<file path="src/rtl/nmi_bus_arb.sv">
// Two-master round-robin arbiter for the native peripheral bus (CPU vs DMA).
// One outstanding transfer at a time; a watchdog ends transfers the slave never answers.
module nmi_bus_arb #(
  parameter int unsigned TIMEOUT_CYC = 1024,
  parameter logic [31:0] ERR_RDATA   = 32'hDEAD_BEEF
) (
  input  logic        clk_i,
  input  logic        rst_n_i,
  // CPU request port
  input  logic        cpu_valid_i,
  input  logic [31:0] cpu_addr_i,
  input  logic [31:0] cpu_wdata_i,
  input  logic [3:0]  cpu_wstrb_i,
  output logic        cpu_ready_o,
  output logic [31:0] cpu_rdata_o,
  // DMA request port
  input  logic        dma_valid_i,
  input  logic [31:0] dma_addr_i,
  input  logic [31:0] dma_wdata_i,
  input  logic [3:0]  dma_wstrb_i,
  output logic        dma_ready_o,
  output logic [31:0] dma_rdata_o,
  // Shared downstream port
  output logic        slv_valid_o,
  output logic [31:0] slv_addr_o,
  output logic [31:0] slv_wdata_o,
  output logic [3:0]  slv_wstrb_o,
  input  logic        slv_ready_i,
  input  logic [31:0] slv_rdata_i,
  // Error status
  input  logic        err_clr_i,
  output logic        err_o,
  output logic        err_mst_o,
  output logic [31:0] err_addr_o,
  output logic        busy_o
);

  localparam int unsigned AW = 32;
  localparam int unsigned DW = 32;
  localparam int unsigned SW = 4;
  localparam int unsigned CW = 16;
  localparam logic [CW-1:0] TMO_MAX = CW'(TIMEOUT_CYC - 1);

  typedef enum logic {
    ST_IDLE = 1'b0,
    ST_BUSY = 1'b1
  } state_e;

  state_e        state_q;
  logic          gnt_q;
  logic          rr_ptr_q;
  logic [CW-1:0] tmo_cnt_q;
  logic          err_q;
  logic          err_mst_q;
  logic [AW-1:0] err_addr_q;

  logic          busy;
  logic          mst_valid;
  logic [AW-1:0] mst_addr;
  logic [DW-1:0] mst_wdata;
  logic [SW-1:0] mst_wstrb;
  logic          xfer_live;
  logic          slv_done;
  logic          tmo_hit;
  logic          mst_ready;
  logic [DW-1:0] mst_rdata;

  // Granted-master mux, completion/timeout decode and response routing.
  always_comb begin
    busy        = 1'b0;
    mst_valid   = 1'b0;
    mst_addr    = '0;
    mst_wdata   = '0;
    mst_wstrb   = '0;
    xfer_live   = 1'b0;
    slv_done    = 1'b0;
    tmo_hit     = 1'b0;
    mst_ready   = 1'b0;
    mst_rdata   = '0;
    slv_valid_o = 1'b0;
    slv_addr_o  = '0;
    slv_wdata_o = '0;
    slv_wstrb_o = '0;
    cpu_ready_o = 1'b0;
    cpu_rdata_o = '0;
    dma_ready_o = 1'b0;
    dma_rdata_o = '0;

    busy = (state_q == ST_BUSY);
    if (gnt_q) begin
      mst_valid = dma_valid_i;
      mst_addr  = dma_addr_i;
      mst_wdata = dma_wdata_i;
      mst_wstrb = dma_wstrb_i;
    end else begin
      mst_valid = cpu_valid_i;
      mst_addr  = cpu_addr_i;
      mst_wdata = cpu_wdata_i;
      mst_wstrb = cpu_wstrb_i;
    end

    xfer_live = busy && mst_valid;
    // A slave answer in the watchdog's last cycle still counts as a normal completion.
    slv_done  = xfer_live && slv_ready_i;
    tmo_hit   = xfer_live && !slv_ready_i && (tmo_cnt_q == TMO_MAX);
    mst_ready = slv_done || tmo_hit;
    mst_rdata = tmo_hit ? ERR_RDATA : slv_rdata_i;

    if (busy) begin
      slv_valid_o = mst_valid;
      slv_addr_o  = mst_addr;
      slv_wdata_o = mst_wdata;
      slv_wstrb_o = mst_wstrb;
    end

    if (mst_ready) begin
      if (gnt_q) begin
        dma_ready_o = 1'b1;
        dma_rdata_o = mst_rdata;
      end else begin
        cpu_ready_o = 1'b1;
        cpu_rdata_o = mst_rdata;
      end
    end
  end

  // Arbitration FSM, watchdog counter and sticky error capture.
  always_ff @(posedge clk_i or negedge rst_n_i) begin
    if (!rst_n_i) begin
      state_q    <= ST_IDLE;
      gnt_q      <= 1'b0;
      rr_ptr_q   <= 1'b0;
      tmo_cnt_q  <= '0;
      err_q      <= 1'b0;
      err_mst_q  <= 1'b0;
      err_addr_q <= '0;
    end else begin
      case (state_q)
        ST_IDLE: begin
          if (cpu_valid_i || dma_valid_i) begin
            gnt_q     <= (cpu_valid_i && dma_valid_i) ? rr_ptr_q : dma_valid_i;
            tmo_cnt_q <= '0;
            state_q   <= ST_BUSY;
          end
        end
        ST_BUSY: begin
          if (!mst_valid) begin
            state_q <= ST_IDLE;
          end else if (mst_ready) begin
            rr_ptr_q <= ~gnt_q;
            state_q  <= ST_IDLE;
          end else if (tmo_cnt_q != TMO_MAX) begin
            tmo_cnt_q <= tmo_cnt_q + CW'(1);
          end
        end
        default: state_q <= ST_IDLE;
      endcase

      // A timeout in the same cycle as a clear keeps the error set.
      if (tmo_hit) begin
        err_q      <= 1'b1;
        err_mst_q  <= gnt_q;
        err_addr_q <= mst_addr;
      end else if (err_clr_i) begin
        err_q <= 1'b0;
      end
    end
  end

  assign err_o      = err_q;
  assign err_mst_o  = err_mst_q;
  assign err_addr_o = err_addr_q;
  assign busy_o     = (state_q == ST_BUSY);

endmodule

</file>
<file path="config.mk">
export PLATFORM = sky130hd
export DESIGN_NAME = nmi_bus_arb
export DESIGN_NICKNAME = d
export VERILOG_FILES = /design/src/rtl/nmi_bus_arb.sv
export SDC_FILE = /design/constraint.sdc
export NUM_CORES = 1
export LEC_CHECK = 0
export ABC_AREA = 1
export CAP_MARGIN = 30
export CORE_AREA = 2 2 132 134
export DETAILED_ROUTE_END_ITERATION = 10
export DIE_AREA = 0 0 134 136
export PLACE_DENSITY = 0.75
export SYNTH_ARGS = -nofsm -noshare
export SYNTH_HDL_FRONTEND = slang
export SYNTH_SLANG_ARGS = --single-unit
</file>
<file path="constraint.sdc">
create_clock -name clk_i -period 4.9 [get_ports clk_i]
set_clock_uncertainty 0.15 [all_clocks]
set_input_delay 1.225 -clock clk_i [delete_from_list [all_inputs] [get_ports clk_i]]
set_output_delay 1.225 -clock clk_i [all_outputs]
set_load 0.02 [all_outputs]
</file>
==> impl_metrics.ini <==
[final_layout]
final_cells = 1153
final_area_um2 = 7820
layout-drive-gt1-share_pct = 4.74
area_growth_pct = 93.6
final_util_pct = 46.4
diodes = 0
finalNetCount = 1102

[detailed_routing]
drtPass1Iterations = 4
vias = 5154
wl_per_cell_um = 15.5
initialDrtViolationCount = 210
drc = 0
routed_wirelength_um = 17800
detail_route.vias_per_cell = 4.47
ant_nets = 0

[worst_hold_path]
hold_end = err_addr_o[4]
hold_path_class = register to register
hold_depth = 2
hp-start = err_addr_o[4]

[setup_path]
r2r_end = tmo_cnt_q[7]
cp_common_cell = clkdlybuf4s50_1
start_kind = input pin
worstSetupPathType = input pin to primary output
cp.arrival_ps = 3410
slowest_stage = clkdlybuf4s50_1
path_max_fanout = 25
cp-end-kind = primary output
slowest_delay_ps = 620
cp_cell_sequence = clkdlybuf4s50_1 > nand2_1 > a21oi_4 > buf_4 > nand3_4 > nor2_1 > clkdlybuf4s50_1
rrSetupSlack_ps = 2350
crit_required_ps = 3520
reg2reg_from = gnt_q
ff2ff_path_depth = 8

[synthesis]
ys_seq_area_share_pct = 32.8
netlist_area_um2 = 4040
synth_edf_count = 0
ys.flop_type = dfrtp_1
yosys.area.top_type = dfrtp_1
syn_nets = 784
synthArstFlopShare_pct = 100
synth.avg_cell_area_um2 = 6.64
synth_top_cell_area_share_pct = 32.8
ys_ff_latch = 53
synthTopCellsByCount = nor2_1, nand2_1, dfrtp_1, o21ai_0
synth_cell_type_count = 31
synth_cells = 609
synth.most_common_cell = nor2_1
yosys-top-cells-area = dfrtp_1, nor2_1, nand2_1, mux2i_1, o21ai_0
synth_warnings = 0

[place]
dp.final_hpwl_um = 13900
placed_area_um2 = 7590
place_congestion = 0.877
numPortBuffers = 343
dp_cells = 1145
post-place-ws_ps = 46.0

[timing]
period_share_pct = 97.7
setup_viol = 0
worst_pin_slew_ps = 822
fin_ws_ps = 110
layout_min_cycle_time_ps = 4790
finalHoldViolCount = 0
max_slew_margin_pct = 45.2
slew_viol_final = 0
max_freq_ghz = 0.209

[global_routing]
grt_remaining_overflow = 0
grt_pass1_wl_um = 26200
track_usage_pct = 18.2
antenna_found_initial = 0
grt_max_degree = 68
grt_pass1_vias = 4714

[die]
core_area_um2 = 16900
die-area_um2 = 18200
rows = 48
die_h_um = 136
initial_core_util_pct = 23.9
dieWidth_um = 134
num_io_pins = 344

[cts]
clk-insertion-delay-late_ps = 300
numCtsBuffers = 5
clockBufferDepth = 2
ctsResizeCount = 0
htree_levels = 2
post_cts_buffers = 0
clkSinkCount = 53
cts_tree = yes
cts_hold_buffers = 0
cts.clk_slew.worst_paths_ps = 80
cts_root_buf = clkbuf_16

[status]
outcome = completed

[power_and_ir_drop]
cellLeakagePower_nw = 3.90
ir_drop_mv = 0.213
p_per_area_nw_per_um2 = 347

[job]
cap_violations = 0
-- routing by layer --
| metal | track usage, % | routed length [um] | vias to the layer above |
|---|---|---|---|
| li1 | - | - | 2587 |
| met1 | 23.6 | 7630 | 2345 |
| met2 | 29.8 | 8480 | 202 |
| met3 | 4.62 | 1350 | 20 |
| met4 | 5.50 | 349 | 0 |
| met5 | 0 | 0 | - |
-- where the power goes --
group / internal (W) / total (W) / switching, W
Sequential: 0.000458 / 0.000516 / 0.0000589
Clock: 0.000196 / 0.000378 / 0.000182
Combinational: 0.000779 / 0.00182 / 0.00104
-- cell type report --
cell class,count,area (um2)
Clock buffer,5,125
Fill cell,1660,9050
Inverter,36,135
Clock inverter,3,28.8
Multi-Input combinational cell,477,2320
Sequential cell,53,1330
Tap cell,225,282
Timing Repair Buffer,354,3610
-- state kept, by name (all words and copies together), names as in the netlist --
name	flops
rr_ptr_q	1
busy_o	1
tmo_cnt_q	16
err_mst_o	1
gnt_q	1
err_addr_o	32
err_o	1
-- cell families after synthesis --
logic type	synth area share [%]
buffers and inverters	9.85
XOR/XNOR	0.650
adder cells (fa/ha/maj)	0.310
flip-flops	32.8
AO/OA/AOI/OAI	10.5
multiplexers	7.93
AND/OR/NAND/NOR	38.0
-- cell usage in the layout (no fill, tap or decap), drive strengths merged, types with 3 or more instances in the layout --
master / count
nor2: 207
clkdlybuf4s50: 309
nand2: 102
nand3: 28
o21ai: 75
mux2i: 32
nor3: 3
dlymetal6s2s: 33
clkbuf: 5
buf: 12
nand4: 21
dfrtp: 53
inv: 38
-- per-stage QoR --
| stage | hold slack [ps] | setup TNS (ps) | power, W |
|---|---|---|---|
| floorplan | 307 | 0 | 0.00150 |
| global placement | 317 | 0 | 0.00235 |
| detailed placement | 318 | 0 | 0.00235 |
| CTS | 343 | 0 | 0.00275 |
| global route | 354 | -3.36 | 0.00288 |
| finish | 336 | 0 | 0.00272 |
-- worst max-delay path: cells and delay by family --
kind	cells	cell delay, ps
simple gates	3	550
compound gates	1	240
buf+inv	3	1380
-- worst max path at each step --
| stage | from | to | slack [ps] | cells past startpoint |
|---|---|---|---|---|
| after floorplan | dma_valid_i | dma_rdata_o[10] | 1230 | 6 |
| after global placement | dma_valid_i | dma_rdata_o[11] | 100 | 7 |
| after detailed placement | dma_valid_i | dma_rdata_o[11] | 50 | 7 |
| after CTS | dma_valid_i | dma_rdata_o[11] | 20 | 7 |
| after global routing | dma_valid_i | cpu_rdata_o[21] | -2 | 7 |
| final | dma_valid_i | dma_rdata_o[12] | 110 | 7 |
(Power assumes the default switching activity.)
